**src/rtl/risc_pkg.sv**
```systemverilog
// Shared definitions for the 16-bit RISC core: widths, reset PC, opcode map,
// instruction field positions and the IF/ID pipeline payload.
package risc_pkg;

  localparam int unsigned INSTR_W = 16;
  localparam int unsigned PC_W    = 16;

  localparam logic [PC_W-1:0] RESET_PC = 16'h0000;

  localparam int unsigned OPCODE_MSB = 15;
  localparam int unsigned OPCODE_LSB = 12;
  localparam int unsigned OFFSET_MSB = 5;
  localparam int unsigned OFFSET_LSB = 0;
  localparam int unsigned JFIELD_MSB = 11;
  localparam int unsigned JFIELD_LSB = 0;

  localparam int unsigned OFFSET_W = OFFSET_MSB - OFFSET_LSB + 1;
  localparam int unsigned JFIELD_W = JFIELD_MSB - JFIELD_LSB + 1;

  typedef enum logic [3:0] {
    OP_LW  = 4'h0,
    OP_SW  = 4'h1,
    OP_ADD = 4'h2,
    OP_SUB = 4'h3,
    OP_INV = 4'h4,
    OP_LSL = 4'h5,
    OP_LSR = 4'h6,
    OP_AND = 4'h7,
    OP_OR  = 4'h8,
    OP_SLT = 4'h9,
    OP_BEQ = 4'hB,
    OP_BNE = 4'hC,
    OP_JMP = 4'hD
  } opcode_e;

  typedef struct packed {
    logic [INSTR_W-1:0] instr;
    logic [PC_W-1:0]    pc_plus2;
    logic               valid;
  } ifid_t;

  function automatic logic [3:0] get_opcode(input logic [INSTR_W-1:0] instr);
    return instr[OPCODE_MSB:OPCODE_LSB];
  endfunction

endpackage

```
**src/rtl/fetch_stage_if.sv**
```systemverilog
// Fetch-stage bus: instruction memory port, control-unit feedback and IF/ID outputs.
interface fetch_stage_if;
  import risc_pkg::*;

  logic [PC_W-1:0]    imem_addr;
  logic               imem_en;
  logic [INSTR_W-1:0] imem_rdata;
  logic               stall;
  logic               jump;
  logic               beq;
  logic               bne;
  logic               cmp_eq;
  logic [INSTR_W-1:0] id_instr;
  logic [PC_W-1:0]    id_pc_plus2;
  logic               id_valid;

  modport master (
    output imem_addr, imem_en, id_instr, id_pc_plus2, id_valid,
    input  imem_rdata, stall, jump, beq, bne, cmp_eq
  );

  modport slave (
    input  imem_addr, imem_en, id_instr, id_pc_plus2, id_valid,
    output imem_rdata, stall, jump, beq, bne, cmp_eq
  );

endinterface

```
**src/rtl/branch_target_calc.sv**
```systemverilog
// Combinational redirect targets for the instruction sitting in ID.
module branch_target_calc
  import risc_pkg::*;
(
  input  logic [PC_W-1:0]    id_pc_plus2_i,
  input  logic [INSTR_W-1:0] id_instr_i,
  output logic [PC_W-1:0]    branch_target_c_o,
  output logic [PC_W-1:0]    jump_target_c_o
);

  localparam int unsigned SEXT_W = PC_W - OFFSET_W - 1;

  logic [OFFSET_W-1:0] offset;
  logic [JFIELD_W-1:0] jfield;
  logic [PC_W-1:0]     offset_bytes;
  logic                unused_opcode;

  assign offset = id_instr_i[OFFSET_MSB:OFFSET_LSB];
  assign jfield = id_instr_i[JFIELD_MSB:JFIELD_LSB];

  // Word offset is sign-extended and scaled to bytes.
  assign offset_bytes      = {{SEXT_W{offset[OFFSET_W-1]}}, offset, 1'b0};
  assign branch_target_c_o = PC_W'(id_pc_plus2_i + offset_bytes);
  assign jump_target_c_o   = {id_pc_plus2_i[PC_W-1:PC_W-3], jfield, 1'b0};

  assign unused_opcode = ^id_instr_i[OPCODE_MSB:OPCODE_LSB];

endmodule

```
**src/rtl/fetch_stage.sv**
```systemverilog
// Instruction fetch + IF/ID register; resolves jumps and branches in ID and
// redirects fetch with a two-bubble penalty.
module fetch_stage
  import risc_pkg::*;
#(
  parameter logic [PC_W-1:0] RESET_PC = risc_pkg::RESET_PC
) (
  input  logic          clk,
  input  logic          rst,
  fetch_stage_if.master bus
);

  localparam logic [PC_W-1:0] PC_INCR  = PC_W'(2);
  localparam logic [PC_W-1:0] PC_START = {RESET_PC[PC_W-1:1], 1'b0};

  logic [PC_W-1:0] pc_q, pc_d;
  logic [PC_W-1:0] f_pc_q, f_pc_d;
  logic            f_valid_q, f_valid_d;
  ifid_t           ifid_q, ifid_d;

  logic [PC_W-1:0] branch_target_c;
  logic [PC_W-1:0] jump_target_c;
  logic [PC_W-1:0] target_c;
  logic            taken_c;

  branch_target_calc u_target (
    .id_pc_plus2_i     (ifid_q.pc_plus2),
    .id_instr_i        (ifid_q.instr),
    .branch_target_c_o (branch_target_c),
    .jump_target_c_o   (jump_target_c)
  );

  // Redirect decision; a stalled cycle never redirects.
  always_comb begin
    taken_c  = ifid_q.valid & ~bus.stall &
               (bus.jump | (bus.beq & bus.cmp_eq) | (bus.bne & ~bus.cmp_eq));
    target_c = bus.jump ? jump_target_c : branch_target_c;
  end

  // Next state: stall holds, taken flushes, otherwise advance one slot.
  always_comb begin
    pc_d      = pc_q;
    f_pc_d    = f_pc_q;
    f_valid_d = f_valid_q;
    ifid_d    = ifid_q;
    if (!bus.stall) begin
      if (taken_c) begin
        pc_d         = target_c;
        f_valid_d    = 1'b0;
        ifid_d.valid = 1'b0;
        ifid_d.instr = '0;
      end else begin
        pc_d            = PC_W'(pc_q + PC_INCR);
        f_pc_d          = pc_q;
        f_valid_d       = 1'b1;
        ifid_d.instr    = bus.imem_rdata;
        ifid_d.pc_plus2 = PC_W'(f_pc_q + PC_INCR);
        ifid_d.valid    = f_valid_q;
      end
    end
  end

  always_ff @(posedge clk) begin
    if (rst) begin
      pc_q      <= PC_START;
      f_pc_q    <= '0;
      f_valid_q <= 1'b0;
      ifid_q    <= '0;
    end else begin
      pc_q      <= pc_d;
      f_pc_q    <= f_pc_d;
      f_valid_q <= f_valid_d;
      ifid_q    <= ifid_d;
    end
  end

  assign bus.imem_addr   = pc_q;
  assign bus.imem_en     = ~bus.stall;
  assign bus.id_instr    = ifid_q.instr;
  assign bus.id_pc_plus2 = ifid_q.pc_plus2;
  assign bus.id_valid    = ifid_q.valid;

endmodule

```
**src/flat_wrapper.sv**
```systemverilog
// flat-port wrapper written by rule: the top's interface ports become plain ports
module fetch_stage_flat import risc_pkg::*;
#(
  parameter logic [PC_W-1:0] RESET_PC = risc_pkg::RESET_PC
)
  (clk, rst, bus_imem_addr, bus_imem_en, bus_id_instr, bus_id_pc_plus2, bus_id_valid, bus_imem_rdata, bus_stall, bus_jump, bus_beq, bus_bne, bus_cmp_eq);
  fetch_stage_if bus_i ();
  input  logic clk;
  input  logic rst;
  output wire logic [$bits(bus_i.imem_addr)-1:0] bus_imem_addr;
  output wire logic [$bits(bus_i.imem_en)-1:0] bus_imem_en;
  output wire logic [$bits(bus_i.id_instr)-1:0] bus_id_instr;
  output wire logic [$bits(bus_i.id_pc_plus2)-1:0] bus_id_pc_plus2;
  output wire logic [$bits(bus_i.id_valid)-1:0] bus_id_valid;
  input wire logic [$bits(bus_i.imem_rdata)-1:0] bus_imem_rdata;
  input wire logic [$bits(bus_i.stall)-1:0] bus_stall;
  input wire logic [$bits(bus_i.jump)-1:0] bus_jump;
  input wire logic [$bits(bus_i.beq)-1:0] bus_beq;
  input wire logic [$bits(bus_i.bne)-1:0] bus_bne;
  input wire logic [$bits(bus_i.cmp_eq)-1:0] bus_cmp_eq;
  assign bus_imem_addr = bus_i.imem_addr;
  assign bus_imem_en = bus_i.imem_en;
  assign bus_id_instr = bus_i.id_instr;
  assign bus_id_pc_plus2 = bus_i.id_pc_plus2;
  assign bus_id_valid = bus_i.id_valid;
  assign bus_i.imem_rdata = bus_imem_rdata;
  assign bus_i.stall = bus_stall;
  assign bus_i.jump = bus_jump;
  assign bus_i.beq = bus_beq;
  assign bus_i.bne = bus_bne;
  assign bus_i.cmp_eq = bus_cmp_eq;
  fetch_stage #(.RESET_PC(RESET_PC)) u_core (.clk(clk), .rst(rst), .bus(bus_i));
endmodule
```
**config.mk**
```make
export PLATFORM = sky130hd
export DESIGN_NAME = fetch_stage_flat
export DESIGN_NICKNAME = d
export VERILOG_FILES = /design/src/rtl/risc_pkg.sv /design/src/rtl/fetch_stage_if.sv /design/src/rtl/branch_target_calc.sv /design/src/rtl/fetch_stage.sv /design/src/flat_wrapper.sv
export SDC_FILE = /design/constraint.sdc
export NUM_CORES = 1
export LEC_CHECK = 0
export CAP_MARGIN = 40
export CORE_ASPECT_RATIO = 1.5
export CORE_MARGIN = 2
export CORE_UTILIZATION = 48
export DETAILED_ROUTE_END_ITERATION = 8
export PLACE_DENSITY = 0.77
export SETUP_SLACK_MARGIN = 0.4
export SKIP_CTS_REPAIR_TIMING = 1
export SLEW_MARGIN = 10
export SYNTH_ARGS = -nofsm -noshare
export SYNTH_HDL_FRONTEND = slang
export SYNTH_SLANG_ARGS = --single-unit
```
**constraint.sdc**
```tcl
create_clock -name clk -period 1.95 [get_ports clk]
set_input_delay 0.39 -clock clk [delete_from_list [all_inputs] [get_ports clk]]
set_output_delay 0.39 -clock clk [all_outputs]
set_load 0.05 [all_outputs]
```
==> results.yml, run 1 <==
worst_setup_path:
  cpMaxStageDelayCell: "dfxtp_4"
  worstPathMaxFanout: 3
  worstPathBufferInverterCount: 1
  arrival_ns: 2.32
  crit_required_ns: 2.18
  path_cells: "ha_4, inv_2, fa_2, nor2b_4, o21a_1, nor3_1, o31ai_2, a21oi_1, o32ai_1"
  cp-start-kind: "flop"
  criticalPathCategory: "reg -> reg"
  cp_slowest_stage_delay_ns: 0.37
  critPathCaptureType: "flop"
  crit_family: "compound AO/OA/AOI/OAI gates"
routing:
  vias: 4284
  first_iter_violations: 364
  avgRoutedWirePerCell_um: 18.1
  ant_nets: 0
  drcViolationCount: 0
  wirelength_um: 13300
  drt_pass1_iterations: 5
  routed_via_density: 5.83
pwr:
  p_seq_share_pct: 35.4
  ir_worst_vdd_v: 0.000596
  clkPwrFrac_pct: 42.9
  power_mw: 4.16
  leakagePower_nw: 2.59
  p_comb_share_pct: 21.7
  intPower_mw: 2.94
  p_sw_mw: 1.22
  swShare_pct: 29.3
  p_per_area_nw_per_um2: 709
die:
  io_pins: 73
  dieArea_um2: 8830
  die_width_um: 77.4
  start_util_pct: 49.0
  dieHeight_um: 114
  num_rows: 40
  core_area_um2: 7910
clock_tree:
  numCtsBuffers: 9
  cts.clk_slew.worst_paths_ns: 0.06
  cts_tree: "done"
  root_buffer: "clkbuf_16"
  h-tree-depth: 3
  clk_latency_ns: 0.34
  clock_sinks: 66
  cts_max_path_buffers: 2
global_route:
  grt_pass1_wl_um: 19300
  grt_max_degree: 27
  grt.total_usage_pct: 27.7
  antenna_found_initial: 0
  grt_pass1_vias: 4023
  gr-total-overflow: 0
status:
  run_status: "complete, but fails checks"
  violations: "setup timing"
synthesis:
  mappedNetlistNets: 541
  synth_edf_count: 0
  dominantRegCellSynth: "dfxtp_1"
  synth-async-reset-ratio_pct: 0
  synth_seq_cells: 66
  synthCells: 501
  yosysSeqAreaShare_pct: 34.1
  syn_area_um2: 3880
  avgSynthCellArea_um2: 7.74
  synth.distinct_cells: 60
  yosys_warnings: 0
sta:
  timing.final.hold_violations: 0
  final.setup.tns_ns: -0.546
  worst_clock_skew_ns: 0.00752
  fin_crit_ns: 2.09
  slew_viol_final: 0
  rsz0062_at_grt: "true"
  max_slew.worst_pin.slew_ns: 0.532
  period_share_pct: 107
  setup_viol: 8
  timing.hold.ws_ns: 0.449
  fin_ws_ns: -0.141
  fmax_mhz: 478
  maxSlewHeadroom_pct: 64.5
finish:
  nets: 665
  area_growth_syn_to_layout_pct: 51.4
  filler_cell_count: 607
  drive_gt1_share_pct: 34.9
  diodes: 0
placed_design:
  io_buffer_count: 72
  hpwl_um: 9170
  place_congestion: 0.939
hold_path:
  worstHoldPathType: "reg -> reg"
flow_run:
  drv_cap: 0
[per-stage QoR]
step | cell area, um2 | setup slack (ns) | cells | utilization [%]
2_1_floorplan | 4070 | -0.109 | 501 | -
3_3_place_gp | 5140 | -0.202 | 703 | 65.0
3_5_place_dp | 5140 | -0.271 | 703 | 65.0
4_1_cts | 5460 | -0.162 | 719 | 69.1
5_1_grt | 5870 | -0.172 | 735 | 74.2
6_report | 5870 | -0.141 | 735 | 74.2
[path summary, 6_finish.rpt]
check | startpoint | end | slack (ns) | cells past startpoint
max | u_core.bus.id_pc_plus2[1]$_SDFFE_PP0P_ | u_core.bus.imem_addr[5]$_SDFFE_PP0N_ | -0.14 | 9
min | u_core.f_pc_q[0]$_SDFFE_PP0P_ | u_core.bus.id_pc_plus2[0]$_SDFFE_PP0P_ | 0.45 | 2
max reg2reg | u_core.bus.id_pc_plus2[1]$_SDFFE_PP0P_ | u_core.bus.imem_addr[5]$_SDFFE_PP0N_ | -0.14 | 9
min reg2reg | u_core.f_pc_q[0]$_SDFFE_PP0P_ | u_core.bus.id_pc_plus2[0]$_SDFFE_PP0P_ | 0.45 | 2
[layer usage]
layer,track usage (%),part of all wire (%),vias up
met4,18.2,5.7,0
met3,5.60,5.1,38
li1,-,-,2039
met2,48.1,52,170
met1,30.4,37,2037
met5,0,0,-
[final cells by class]
cell class | instances | area, um2 | area share (%)
clock buffer | 11 | 243 | 4.14
clock inverter | 5 | 83.8 | 1.43
inverter | 11 | 41.3 | 0.703
multi-input combinational | 392 | 2660 | 45.4
sequential | 66 | 1390 | 23.7
tap | 105 | 131 | 2.24
timing repair buffer | 145 | 1320 | 22.4
[registers in the layout, summed over array words and instances (netlist names)]
signal                  cells
u_core.bus.id_valid         1
u_core.f_valid_q            1
u_core.f_pc_q              16
u_core.bus.id_instr        16
u_core.bus.imem_addr       16
u_core.bus.id_pc_plus2     16
[cell usage after synthesis, types with 2 or more instances]
master     number  area, um2
or3_1           4       25.0
a2111oi_1       2       20.0
nor2_1         47        176
buf_2           5       25.0
and4_1          3       26.3
a211oi_1       20        150
dfxtp_1        66       1320
nor3_1         15       75.1
and3_1         22        138
o22ai_1         3       18.8
a21bo_1         2       20.0
inv_1          11       41.3
nand3b_1        5       37.5
clkbuf_8        3       41.3
and2_1          2       12.5
o211ai_1        2       15.0
a21oi_1        70        350
nand4_1         5       31.3
o21ai_1         3       15.0
nor2b_4         2       27.5
o21a_1          4       30.0
nor4_1          2       12.5
ha_1           16        200
a21o_1          4       30.0
a31oi_1         4       25.0
o32ai_1         2       17.5
o311ai_0        2       17.5
a21oi_2         3       26.3
xor2_1         10       87.6
xnor2_1         5       43.8
buf_6           2       22.5
nand2_1        68        255
nor2_2          2       12.5
o31ai_1         3       22.5
nand2b_1        3       18.8
nand3_1        21        105
o21ai_0        15       75.1
clkbuf_1       19       71.3
buf_4           3       22.5
[placed cells by master, fill, tap and decap left out, drive strengths merged, types with 3 or more instances in the layout]
cell / Yosys / routed
xor2: 10 / 10
o31ai: 3 / 3
xnor2: 5 / 5
nand2: 69 / 69
a31oi: 4 / 4
buf: 10 / 99
o311ai: 3 / 3
dfxtp: 66 / 66
ha: 16 / 16
a21oi: 73 / 73
nand3b: 5 / 5
a21o: 5 / 5
nand2b: 3 / 3
inv: 11 / 13
nand4: 6 / 6
o21ai: 19 / 19
nand3: 21 / 21
nor2b: 3 / 3
o211ai: 3 / 3
dlymetal6s2s: 0 / 15
nor2: 49 / 49
or3: 4 / 4
clkdlybuf4s50: 0 / 16
nor3: 15 / 15
and3: 22 / 22
clkbuf: 22 / 26
o21a: 4 / 4
and4: 3 / 3
a211oi: 21 / 21
o22ai: 3 / 3
[cells by family (layout without fill, tap and decap cells)]
family                   count (synthesis)  in the layout  share of synthesized area (%)
flip-flops                              66             66                           34.1
XOR/XNOR                                15             15                           3.39
adder cells (fa/ha/maj)                 17             17                           5.68
buffers and inverters                   43            172                           5.78
AO/OA/AOI/OAI                          149            149                           24.4
multiplexers                             1              1                          0.290
AND/OR/NAND/NOR                        210            210                           26.4
[power by group through the flow]
stage	Combinational [mW]	Sequential (mW)	Clock, mW
floorplan	0.351	1.65	0
global placement	0.795	1.50	0
detailed placement	0.814	1.50	0
CTS	0.818	1.47	1.80
global route	0.962	1.48	1.85
finish	0.902	1.48	1.79
[worst register-to-register path: stages, from the launching register on]
cell     delay [ns]
dfxtp_4        0.37
ha_4           0.13
inv_2          0.03
fa_2           0.36
nor2b_4        0.17
o21a_1         0.16
nor3_1         0.06
o31ai_2        0.27
a21oi_1        0.13
o32ai_1        0.29
Note: power is estimated with default switching activity, not from simulation.
==> run 2: changes to the inputs <==
--- a/config.mk
+++ b/config.mk
@@ -8,12 +8,12 @@
 export CAP_MARGIN = 40
 export CORE_ASPECT_RATIO = 1.5
 export CORE_MARGIN = 2
-export CORE_UTILIZATION = 48
+export CORE_UTILIZATION = 49
+export CTS_BUF_LIST = sky130_fd_sc_hd__clkbuf_2 sky130_fd_sc_hd__clkbuf_4 sky130_fd_sc_hd__clkbuf_8
 export DETAILED_ROUTE_END_ITERATION = 8
-export PLACE_DENSITY = 0.77
+export PLACE_DENSITY = 0.79
 export SETUP_SLACK_MARGIN = 0.4
 export SKIP_CTS_REPAIR_TIMING = 1
-export SLEW_MARGIN = 10
 export SYNTH_ARGS = -nofsm -noshare
 export SYNTH_HDL_FRONTEND = slang
 export SYNTH_SLANG_ARGS = --single-unit
==> run 2 against run 1 <==
  * The flow still finishes with violations (setup timing)
  * Hold slack improved by 0.011 ns
  * Cell count fell by 0.27%
  * Die area down 2.0%
  * Cell area decreased by 1.5%
  * Clock skew increased by 0.0026 ns
  * Largest power group is now sequential cells
  * Highest routed layer unchanged
==> results.yml, run 2 (synthesis results as in run 1) <==
status:
  run_status: "complete, but fails checks"
  violations: "setup timing"
die:
  die_width_um: 76.6
  start_util_pct: 50.6
  num_rows: 39
  core_area_um2: 7660
  dieArea_um2: 8660
  io_pins: 73
  dieHeight_um: 113
finish:
  multi_input_area_um2: 2760
  mostFrequentLayoutCell: "buf_4"
  final-instance-count-excl-fill: 733
  seq_area_um2: 1390
  layout_common_cells: "buf_4 (91), nand2_1 (66), a21oi_1 (65), nor2_1 (44), dfxtp_1 (35)"
  area_growth_syn_to_layout_pct: 49.0
  diodes: 0
  finish.utilization_pct: 75.4
  filler_cell_count: 558
  nets: 666
  drive_gt1_share_pct: 37.4
  final_area_um2: 5780
global_route:
  grt.total_usage_pct: 28.7
  grt_max_degree: 45
  antenna_found_initial: 0
  grt_pass1_wl_um: 19600
  grt_pass1_vias: 4086
  gr-total-overflow: 0
sta:
  rsz0062_at_grt: "true"
  fin_ws_ns: -0.140
  worst_clock_skew_ns: 0.0101
  period_share_pct: 107
  timing.hold.ws_ns: 0.460
  fin_crit_ns: 2.09
  max_slew.worst_pin.slew_ns: 0.517
  slew_viol_final: 0
  fmax_mhz: 478
  timing.final.hold_violations: 0
  setup_viol: 7
  maxSlewHeadroom_pct: 65.5
pwr:
  ir_worst_vdd_v: 0.000529
  leakagePower_nw: 2.45
  power_mw: 3.67
  p_per_area_nw_per_um2: 636
routing:
  first_iter_violations: 302
  drt_pass1_iterations: 5
  vias: 4337
  drcViolationCount: 0
  routed_via_density: 5.92
  avgRoutedWirePerCell_um: 18.4
  ant_nets: 0
  wirelength_um: 13500
worst_setup_path:
  r2r_start: "u_core.bus.id_pc_plus2[1]$_SDFFE_PP0P_"
  criticalPathCategory: "reg -> reg"
  crit_required_ns: 2.22
  rr_endpoint: "u_core.bus.imem_addr[5]$_SDFFE_PP0N_"
  cpMaxStageDelayCell: "dfxtp_4"
  worstPathMaxFanout: 3
  path_cells: "ha_4, inv_2, fa_2, nor2b_4, o21a_1, nor3_1, o31ai_2, a21oi_1, o32ai_2"
  critPathCaptureType: "flop"
  cp_slowest_stage_delay_ns: 0.38
  cp-start-kind: "flop"
  r2r_slack_ns: -0.14
  rr_worst_depth: 9
  arrival_ns: 2.36
clock_tree:
  h-tree-depth: 3
  clock_sinks: 66
  root_buffer: "clkbuf_8"
  numCtsBuffers: 9
  cts_max_path_buffers: 2
  cts.clk_slew.worst_paths_ns: 0.08
  cts_tree: "done"
  clk_latency_ns: 0.36
hold_path:
  hold_start: "rst"
  hold_depth: 3
  min_to: "u_core.bus.imem_addr[14]$_SDFFE_PP0N_"
  worstHoldPathType: "in -> reg"
placed_design:
  place_congestion: 0.976
  io_buffer_count: 72
  dp_cells: 701
  hpwl_um: 9270
  placed_area_um2: 5110
flow_run:
  drv_cap: 0
## run 2: cell count changes in the layout (fill, tap and decap cells not counted), moves of 3 or more
cell / before / now
clkbuf_16: 12 / 2
clkbuf_8: 1 / 9
buf_4: 85 / 91
dlymetal6s2s_1: 15 / 9
buf_6: 8 / 4
clkbuf_4: 0 / 3
ha_1: 5 / 2
ha_4: 10 / 13
o21ai_2: 0 / 3
## run 2: area by class of cell
cell class	instances	share of cell area, %
clock inverter	7	1.60
sequential	66	24.1
multi-input combinational	392	47.7
tap	102	2.21
inverter	11	0.714
clock buffer	9	2.14
timing repair buffer	146	21.5
## run 2: report_power, final
group          internal (mW)  switching (mW)
clock                  0.717           0.568
combinational          0.386           0.523
sequential              1.40          0.0811
## run 2: worst max-delay path, delay by kind of cell (launching register included)
kind            cells  cell delay [ns]
compound gates      4             0.81
fa+ha+maj           2             0.50
buf+inv             1             0.04
flops               1             0.38
simple gates        2             0.25
## run 2: per-stage QoR
stage,TNS (ns),setup WS (ns)
global placement,-8.34,-0.195
CTS,-1.26,-0.170
global route,-1.30,-0.200
detailed placement,-9.99,-0.285
floorplan,-0.109,-0.109
finish,-0.679,-0.140
## run 2: worst max-delay path by stage
stage,cells past startpoint,endpoint,from,slack (ns)
finish,9,u_core.bus.imem_addr[5]$_SDFFE_PP0N_,u_core.bus.id_pc_plus2[1]$_SDFFE_PP0P_,-0.14
global route,9,u_core.bus.imem_addr[15]$_SDFFE_PP0N_,u_core.bus.id_pc_plus2[1]$_SDFFE_PP0P_,-0.20
CTS,9,u_core.bus.imem_addr[5]$_SDFFE_PP0N_,u_core.bus.id_pc_plus2[1]$_SDFFE_PP0P_,-0.17
detailed placement,7,u_core.bus.id_pc_plus2[8]$_SDFFE_PP0P_,bus_cmp_eq,-0.28
global placement,7,u_core.bus.id_pc_plus2[7]$_SDFFE_PP0P_,bus_cmp_eq,-0.19
floorplan,9,u_core.bus.imem_addr[15]$_SDFFE_PP0N_,u_core.bus.id_instr[0]$_SDFFE_PP0N_,-0.11
## run 2: layer usage
layer / wire (um) / GRT usage, % / vias up
li1: - / - / 2054
met1: 4980 / 30.4 / 2041
met2: 7040 / 51.2 / 194
met3: 730 / 5.82 / 48
met4: 769 / 19.2 / 0
met5: 0 / 0 / -
